==> config.mk <==
export PLATFORM = sky130hd
export DESIGN_NAME = fifo_async_rptr_ctrl_flat
export DESIGN_NICKNAME = d
export VERILOG_FILES = /design/src/rtl/fifo_async_rptr_ctrl_pkg.sv /design/src/rtl/fifo_async_rptr_ctrl_if.sv /design/src/rtl/fifo_async_rptr_ctrl_gray2bin.sv /design/src/rtl/fifo_async_rptr_ctrl.sv /design/src/flat_wrapper.sv
export SDC_FILE = /design/constraint.sdc
export NUM_CORES = 1
export LEC_CHECK = 0
export CAP_MARGIN = 10
export CELL_PAD_IN_SITES_DETAIL_PLACEMENT = 1
export CELL_PAD_IN_SITES_GLOBAL_PLACEMENT = 2
export CORE_UTILIZATION = 31
export DETAILED_ROUTE_END_ITERATION = 12
export GPL_TIMING_DRIVEN = 0
export PLACE_DENSITY = 0.89
export SLEW_MARGIN = 5
export SYNTH_ARGS = -nofsm -noshare
export SYNTH_HDL_FRONTEND = slang
export SYNTH_SLANG_ARGS = --single-unit
==> constraint.sdc <==
create_clock -name RCLK -period 5.65 [get_ports RCLK]
set_clock_uncertainty 0.05 [all_clocks]
set_input_delay 1.13 -clock RCLK [delete_from_list [all_inputs] [get_ports RCLK]]
set_output_delay 1.13 -clock RCLK [all_outputs]
set_load 0.005 [all_outputs]
==> src/rtl/fifo_async_rptr_ctrl_pkg.sv <==
// Shared definitions for the dual-clock FIFO pointer blocks: pointer width
// derivation, Gray encoding and reset values.
package fifo_async_pkg;

    localparam int ADDR_WIDTH_DEF = 3;
    localparam int GRAY_MAX_W     = 32;

    // Pointers carry one extra wrap bit above the RAM address.
    function automatic int ptr_width(input int addr_width);
        return addr_width + 1;
    endfunction

    localparam int PTR_WIDTH_DEF = ptr_width(ADDR_WIDTH_DEF);

    function automatic logic [GRAY_MAX_W-1:0] bin2gray(input logic [GRAY_MAX_W-1:0] b);
        return b ^ (b >> 1);
    endfunction

    localparam logic [GRAY_MAX_W-1:0] PTR_RST       = '0;
    localparam logic                  EMPTY_RST     = 1'b1;
    localparam logic                  AEMPTY_RST    = 1'b1;
    localparam logic                  UNDERFLOW_RST = 1'b0;

endpackage

==> src/rtl/fifo_async_rptr_ctrl_if.sv <==
// Read-side port bundle of the FIFO read-pointer controller.
// UNDERFLOW exists only when FIFO_ASYNC_RPTR_UNDERFLOW_EN is defined.
interface fifo_async_rptr_ctrl_if
    import fifo_async_pkg::*;
#(
    parameter int ADDR_WIDTH = 3
);
    localparam int PW = ptr_width(ADDR_WIDTH);

    // REN is a request, not a strobe with a ready: a word is consumed only on
    // an RCLK edge where REN=1 and EMPTY=0; with EMPTY=1 the request is dropped.
    logic                  REN;
    logic [PW-1:0]         WPTR_G;
    logic [ADDR_WIDTH-1:0] RADDR;
    logic [PW-1:0]         RPTR_B;
    logic [PW-1:0]         RPTR_G;
    logic                  EMPTY;
    logic                  AEMPTY;
    logic [PW-1:0]         RLEVEL;
`ifdef FIFO_ASYNC_RPTR_UNDERFLOW_EN
    logic                  UNDERFLOW;

    modport master (output REN, WPTR_G,
                    input  RADDR, RPTR_B, RPTR_G, EMPTY, AEMPTY, RLEVEL, UNDERFLOW);
    modport slave  (input  REN, WPTR_G,
                    output RADDR, RPTR_B, RPTR_G, EMPTY, AEMPTY, RLEVEL, UNDERFLOW);
`else
    modport master (output REN, WPTR_G,
                    input  RADDR, RPTR_B, RPTR_G, EMPTY, AEMPTY, RLEVEL);
    modport slave  (input  REN, WPTR_G,
                    output RADDR, RPTR_B, RPTR_G, EMPTY, AEMPTY, RLEVEL);
`endif

endinterface

==> src/rtl/fifo_async_rptr_ctrl_gray2bin.sv <==
// Combinational Gray-to-binary decoder of width N.
module gray2bin #(
    parameter int N = 4
) (
    input  logic [N-1:0] g,
    output logic [N-1:0] b
);

    // Binary bit i is the XOR of all Gray bits from i upwards.
    always_comb begin
        b = '0;
        for (int i = 0; i < N; i++) begin
            b[i] = ^(g >> i);
        end
    end

endmodule

==> src/rtl/fifo_async_rptr_ctrl.sv <==
// Read-domain pointer controller of the dual-clock FIFO: write-pointer
// synchroniser, read pointers, EMPTY/AEMPTY/RLEVEL. Option: FIFO_ASYNC_RPTR_UNDERFLOW_EN.
module fifo_async_rptr_ctrl
    import fifo_async_pkg::*;
#(
    parameter int          ADDR_WIDTH    = 3,
    parameter int          SYNC_STAGES   = 2,
    parameter int unsigned AEMPTY_THRESH = 1
) (
    input  logic                  RCLK,
    input  logic                  NRST,
    fifo_async_rptr_ctrl_if.slave rif
);

    localparam int PW = ptr_width(ADDR_WIDTH);

    logic [PW-1:0] wptr_g_s;
    logic [PW-1:0] wbin_s;
    logic          rd_fire;
    logic [PW-1:0] rbin_n;
    logic [PW-1:0] rgray_n;
    logic [PW-1:0] lvl_n;

    logic [PW-1:0] rptr_b_q;
    logic [PW-1:0] rptr_g_q;
    logic          empty_q;
    logic          aempty_q;
    logic [PW-1:0] rlevel_q;

    // Only stage 0 touches the raw write-domain pointer.
    for (genvar i = 0; i < SYNC_STAGES; i++) begin : g_sync
        logic [PW-1:0] q;
        logic [PW-1:0] d;
        if (i == 0) begin : g_in
            assign d = rif.WPTR_G;
        end else begin : g_chain
            assign d = g_sync[i-1].q;
        end
        always_ff @(posedge RCLK) begin
            if (!NRST) q <= PW'(PTR_RST);
            else       q <= d;
        end
    end

    assign wptr_g_s = g_sync[SYNC_STAGES-1].q;

    gray2bin #(.N(PW)) u_wdec (
        .g (wptr_g_s),
        .b (wbin_s)
    );

    assign rd_fire = rif.REN & ~empty_q;
    assign rbin_n  = rptr_b_q + PW'(rd_fire);
    assign rgray_n = PW'(bin2gray(GRAY_MAX_W'(rbin_n)));
    // Level is taken against the post-read pointer so a same-cycle read is counted.
    assign lvl_n   = wbin_s - rbin_n;

    always_ff @(posedge RCLK) begin
        if (!NRST) begin
            rptr_b_q <= PW'(PTR_RST);
            rptr_g_q <= PW'(PTR_RST);
            empty_q  <= EMPTY_RST;
            aempty_q <= AEMPTY_RST;
            rlevel_q <= '0;
        end else begin
            rptr_b_q <= rbin_n;
            rptr_g_q <= rgray_n;
            empty_q  <= (rgray_n == wptr_g_s);
            aempty_q <= (GRAY_MAX_W'(lvl_n) <= AEMPTY_THRESH);
            rlevel_q <= lvl_n;
        end
    end

    assign rif.RADDR  = rptr_b_q[ADDR_WIDTH-1:0];
    assign rif.RPTR_B = rptr_b_q;
    assign rif.RPTR_G = rptr_g_q;
    assign rif.EMPTY  = empty_q;
    assign rif.AEMPTY = aempty_q;
    assign rif.RLEVEL = rlevel_q;

`ifdef FIFO_ASYNC_RPTR_UNDERFLOW_EN
    logic underflow_q;

    // Sticky until reset; records any request made while empty.
    always_ff @(posedge RCLK) begin
        if (!NRST)                   underflow_q <= UNDERFLOW_RST;
        else if (rif.REN && empty_q) underflow_q <= 1'b1;
    end

    assign rif.UNDERFLOW = underflow_q;
`endif

endmodule
==> src/flat_wrapper.sv <==
// flat-port wrapper written by rule: the top's interface ports become plain ports
module fifo_async_rptr_ctrl_flat import fifo_async_pkg::*;
#(
    parameter int          ADDR_WIDTH    = 3,
    parameter int          SYNC_STAGES   = 2,
    parameter int unsigned AEMPTY_THRESH = 1
)
  (RCLK, NRST, rif_REN, rif_WPTR_G, rif_RADDR, rif_RPTR_B, rif_RPTR_G, rif_EMPTY, rif_AEMPTY, rif_RLEVEL);
  fifo_async_rptr_ctrl_if #(.ADDR_WIDTH(ADDR_WIDTH)) rif_i ();
  input  logic RCLK;
  input  logic NRST;
  input wire logic [$bits(rif_i.REN)-1:0] rif_REN;
  input wire logic [$bits(rif_i.WPTR_G)-1:0] rif_WPTR_G;
  output wire logic [$bits(rif_i.RADDR)-1:0] rif_RADDR;
  output wire logic [$bits(rif_i.RPTR_B)-1:0] rif_RPTR_B;
  output wire logic [$bits(rif_i.RPTR_G)-1:0] rif_RPTR_G;
  output wire logic [$bits(rif_i.EMPTY)-1:0] rif_EMPTY;
  output wire logic [$bits(rif_i.AEMPTY)-1:0] rif_AEMPTY;
  output wire logic [$bits(rif_i.RLEVEL)-1:0] rif_RLEVEL;
  assign rif_i.REN = rif_REN;
  assign rif_i.WPTR_G = rif_WPTR_G;
  assign rif_RADDR = rif_i.RADDR;
  assign rif_RPTR_B = rif_i.RPTR_B;
  assign rif_RPTR_G = rif_i.RPTR_G;
  assign rif_EMPTY = rif_i.EMPTY;
  assign rif_AEMPTY = rif_i.AEMPTY;
  assign rif_RLEVEL = rif_i.RLEVEL;
  fifo_async_rptr_ctrl #(.ADDR_WIDTH(ADDR_WIDTH), .SYNC_STAGES(SYNC_STAGES), .AEMPTY_THRESH(AEMPTY_THRESH)) u_core (.RCLK(RCLK), .NRST(NRST), .rif(rif_i));
endmodule
==> reports/metrics.yaml <==
via_per_inst: 4.57
ant_nets: 0
pin_count: 24
crit_required_ns: 5.81
pwr_density_cell_mw_per_mm2: 255
final_cell_mix: "clkdlybuf4s50_1, dfxtp_1, and2_1"
ys_seq_area_share_pct: 45.5
grt_first_pass_wirelength_um: 2950
drc: 0
clock-sinks: 21
final_layout_size_suffix_gt1_share_pct: 10.3
synth_seq_cells: 21
power_frac_comb_pct: 23.4
dp_hpwl_um: 1360
netlist_top_cells_area: "dfxtp_1, and2_1, ha_1"
dr.first_iter.drc_count: 5
dieWidth_um: 56.6
clk_pin_slew_ns: 0.12
clock.fmax_mhz: 270
switching_share_pct: 25.7
grt_max_degree: 12
synthesis.area_um2: 925
cp_cell_sequence: "clkdlybuf4s50_1, nor2b_1, ha_1, ha_1, xor2_1, inv_1, ha_1, and4b_4, or4_4, a41o_1"
num_vias: 672
seqPwrFrac_pct: 53.0
netSwitchingPower_mw: 0.0800
slew_headroom_pct: 75.7
internal_power_mw: 0.231
placementRows: 19
yosys_warnings: 0
antenna-diode-count: 0
wl_per_cell_um: 12.0
critical_path.endpoint_type: "register"
grt-ovfl-total: 0
insertion_delay_ns: 0.30
synth_edf_count: 0
synth_nets: 101
synth-main-ff-cell: "dfxtp_1"
arrival_ns: 3.86
die_area_mm2: 0.00321
post-route-period-util_pct: 65.5
core_mm2: 0.00278
cts_tree: "yes"
ctsHoldBuffers: 0
clkPwrFrac_pct: 23.6
portBuffers: 23
async_flop_share_pct: 0
numCtsBuffers: 3
criticalPathCategory: "input pin to register"
clock_path_buffers: 2
first_global_vias: 700
fin_crit_ns: 3.70
wirelength_um: 1760
start_util_pct: 33.2
path_common_cell: "ha_1"
hold_viol: 0
final_common_cell: "clkdlybuf4s50_1"
slew_violations: 0
syn_avg_cell_area_um2: 10.4
setup_violations: 0
synth_top_area_share_pct: 45.5
status: "complete, no violations"
first_pass_iters: 2
synth_area_leader_cell: "dfxtp_1"
synthToLayoutAreaGrowth_pct: 31.9
dp_slack_ns: 1.60
timing.max_cap.violations: 0
slowest_stage: "or4_4"
tightest_slew_ns: 0.361
min_path_type: "register to register"
p_leak_nw: 0.522
gp_congestion: 0.686
grt_setup_unrepaired: "false"
die-height_um: 56.6
synth.distinct_cells: 26
cts.repair.resized: 0
crit_fanout: 4
syn_inst: 89
setup_tns_ns: 0
hold-worst-slack_ns: 0.397
nNetsFinal: 129
peakVddDrop_mv: 0.167
root_buffer: "clkbuf_4"
cts_setup_buffers: 0
slowest_delay_ns: 0.54
start_kind: "input pin"
htree_levels: 1
antenna_found_initial: 0
track_usage_pct: 12.3
setup_slack_ns: 1.95
[flip-flops by register name, summed over array words and instances (netlist names)]
name               count
u_core.rif.RLEVEL      4
u_core.g_sync.q        8
u_core.rif.RPTR_B      3
u_core.rif.AEMPTY      1
u_core.rif.EMPTY       1
u_core.rif.RPTR_G      4
[critical path, delay by kind of cell]
kind | cells | cell delay, ns
buffers and inverters | 2 | 0.55
AOI/OAI and AO/OA | 1 | 0.24
and+or+nand+nor | 3 | 0.87
xor gates and xnor gates | 1 | 0.31
adders and majority gates | 3 | 0.76
[logic make-up after synthesis]
kind of cell / count (synthesis) / share of synthesized area, %
buf+inv: 10 / 6.09
mux: 1 / 1.08
xor+xnor: 15 / 16.6
compound gates: 7 / 5.68
flops: 21 / 45.5
simple gates: 30 / 18.3
fa+ha+maj: 5 / 6.77
[cell usage after synthesis, types with 2 or more instances]
master    n
buf_4     5
xnor2_1   6
dfxtp_1  21
ha_1      5
o31ai_1   2
nand2_1   2
xor2_1    7
nor2_1   10
and2_1   12
inv_1     3
[stage by stage]
step / cells / power [mW] / util (%) / cell area [um2]
detailed placement: 143 / 0.242 / 42.9 / 1190
finish: 147 / 0.311 / 43.9 / 1220
global route: 147 / 0.331 / 43.9 / 1220
floorplan: 89 / 0.208 / - / 925
CTS: 147 / 0.316 / 43.9 / 1220
global placement: 143 / 0.238 / 42.9 / 1190
[worst paths after layout]
path	start	endpoint	slack, ns	cells past startpoint
worst max register to register	u_core.rif.EMPTY	u_core.rif.AEMPTY	2.92	9
worst min-delay path	u_core.g_sync[0].q[3]	u_core.g_sync[1].q[3]	0.40	1
worst max-delay path	rif_REN	u_core.rif.AEMPTY	1.95	10
worst min register to register	u_core.g_sync[0].q[3]	u_core.g_sync[1].q[3]	0.40	1
[layout make-up]
type | instances | area, um2
buffer | 6 | 41.3
multi-input combinational | 58 | 448
tap | 31 | 38.8
fill | 328 | 1560
clock buffer | 4 | 26.3
inverter | 4 | 15.0
timing repair buffer | 23 | 230
sequential | 21 | 420
[per-layer routing]
metal | share of wire, % | vias to the layer above | GRT usage, %
li1 | - | 339 | -
met1 | 41 | 312 | 12.2
met4 | 1.5 | 0 | 7.32
met3 | 4.9 | 4 | 3.23
met5 | 0 | - | 0
met2 | 52 | 17 | 22.5
[power groups by stage]
stage / clock network, mW / logic (mW) / registers [mW]
3_5_place_dp: 0 / 0.0735 / 0.169
4_1_cts: 0.0764 / 0.0743 / 0.165
5_1_grt: 0.0849 / 0.0799 / 0.166
3_3_place_gp: 0 / 0.0701 / 0.168
6_report: 0.0733 / 0.0728 / 0.165
2_1_floorplan: 0 / 0.0383 / 0.169
Power figures use the tool's default switching activity.
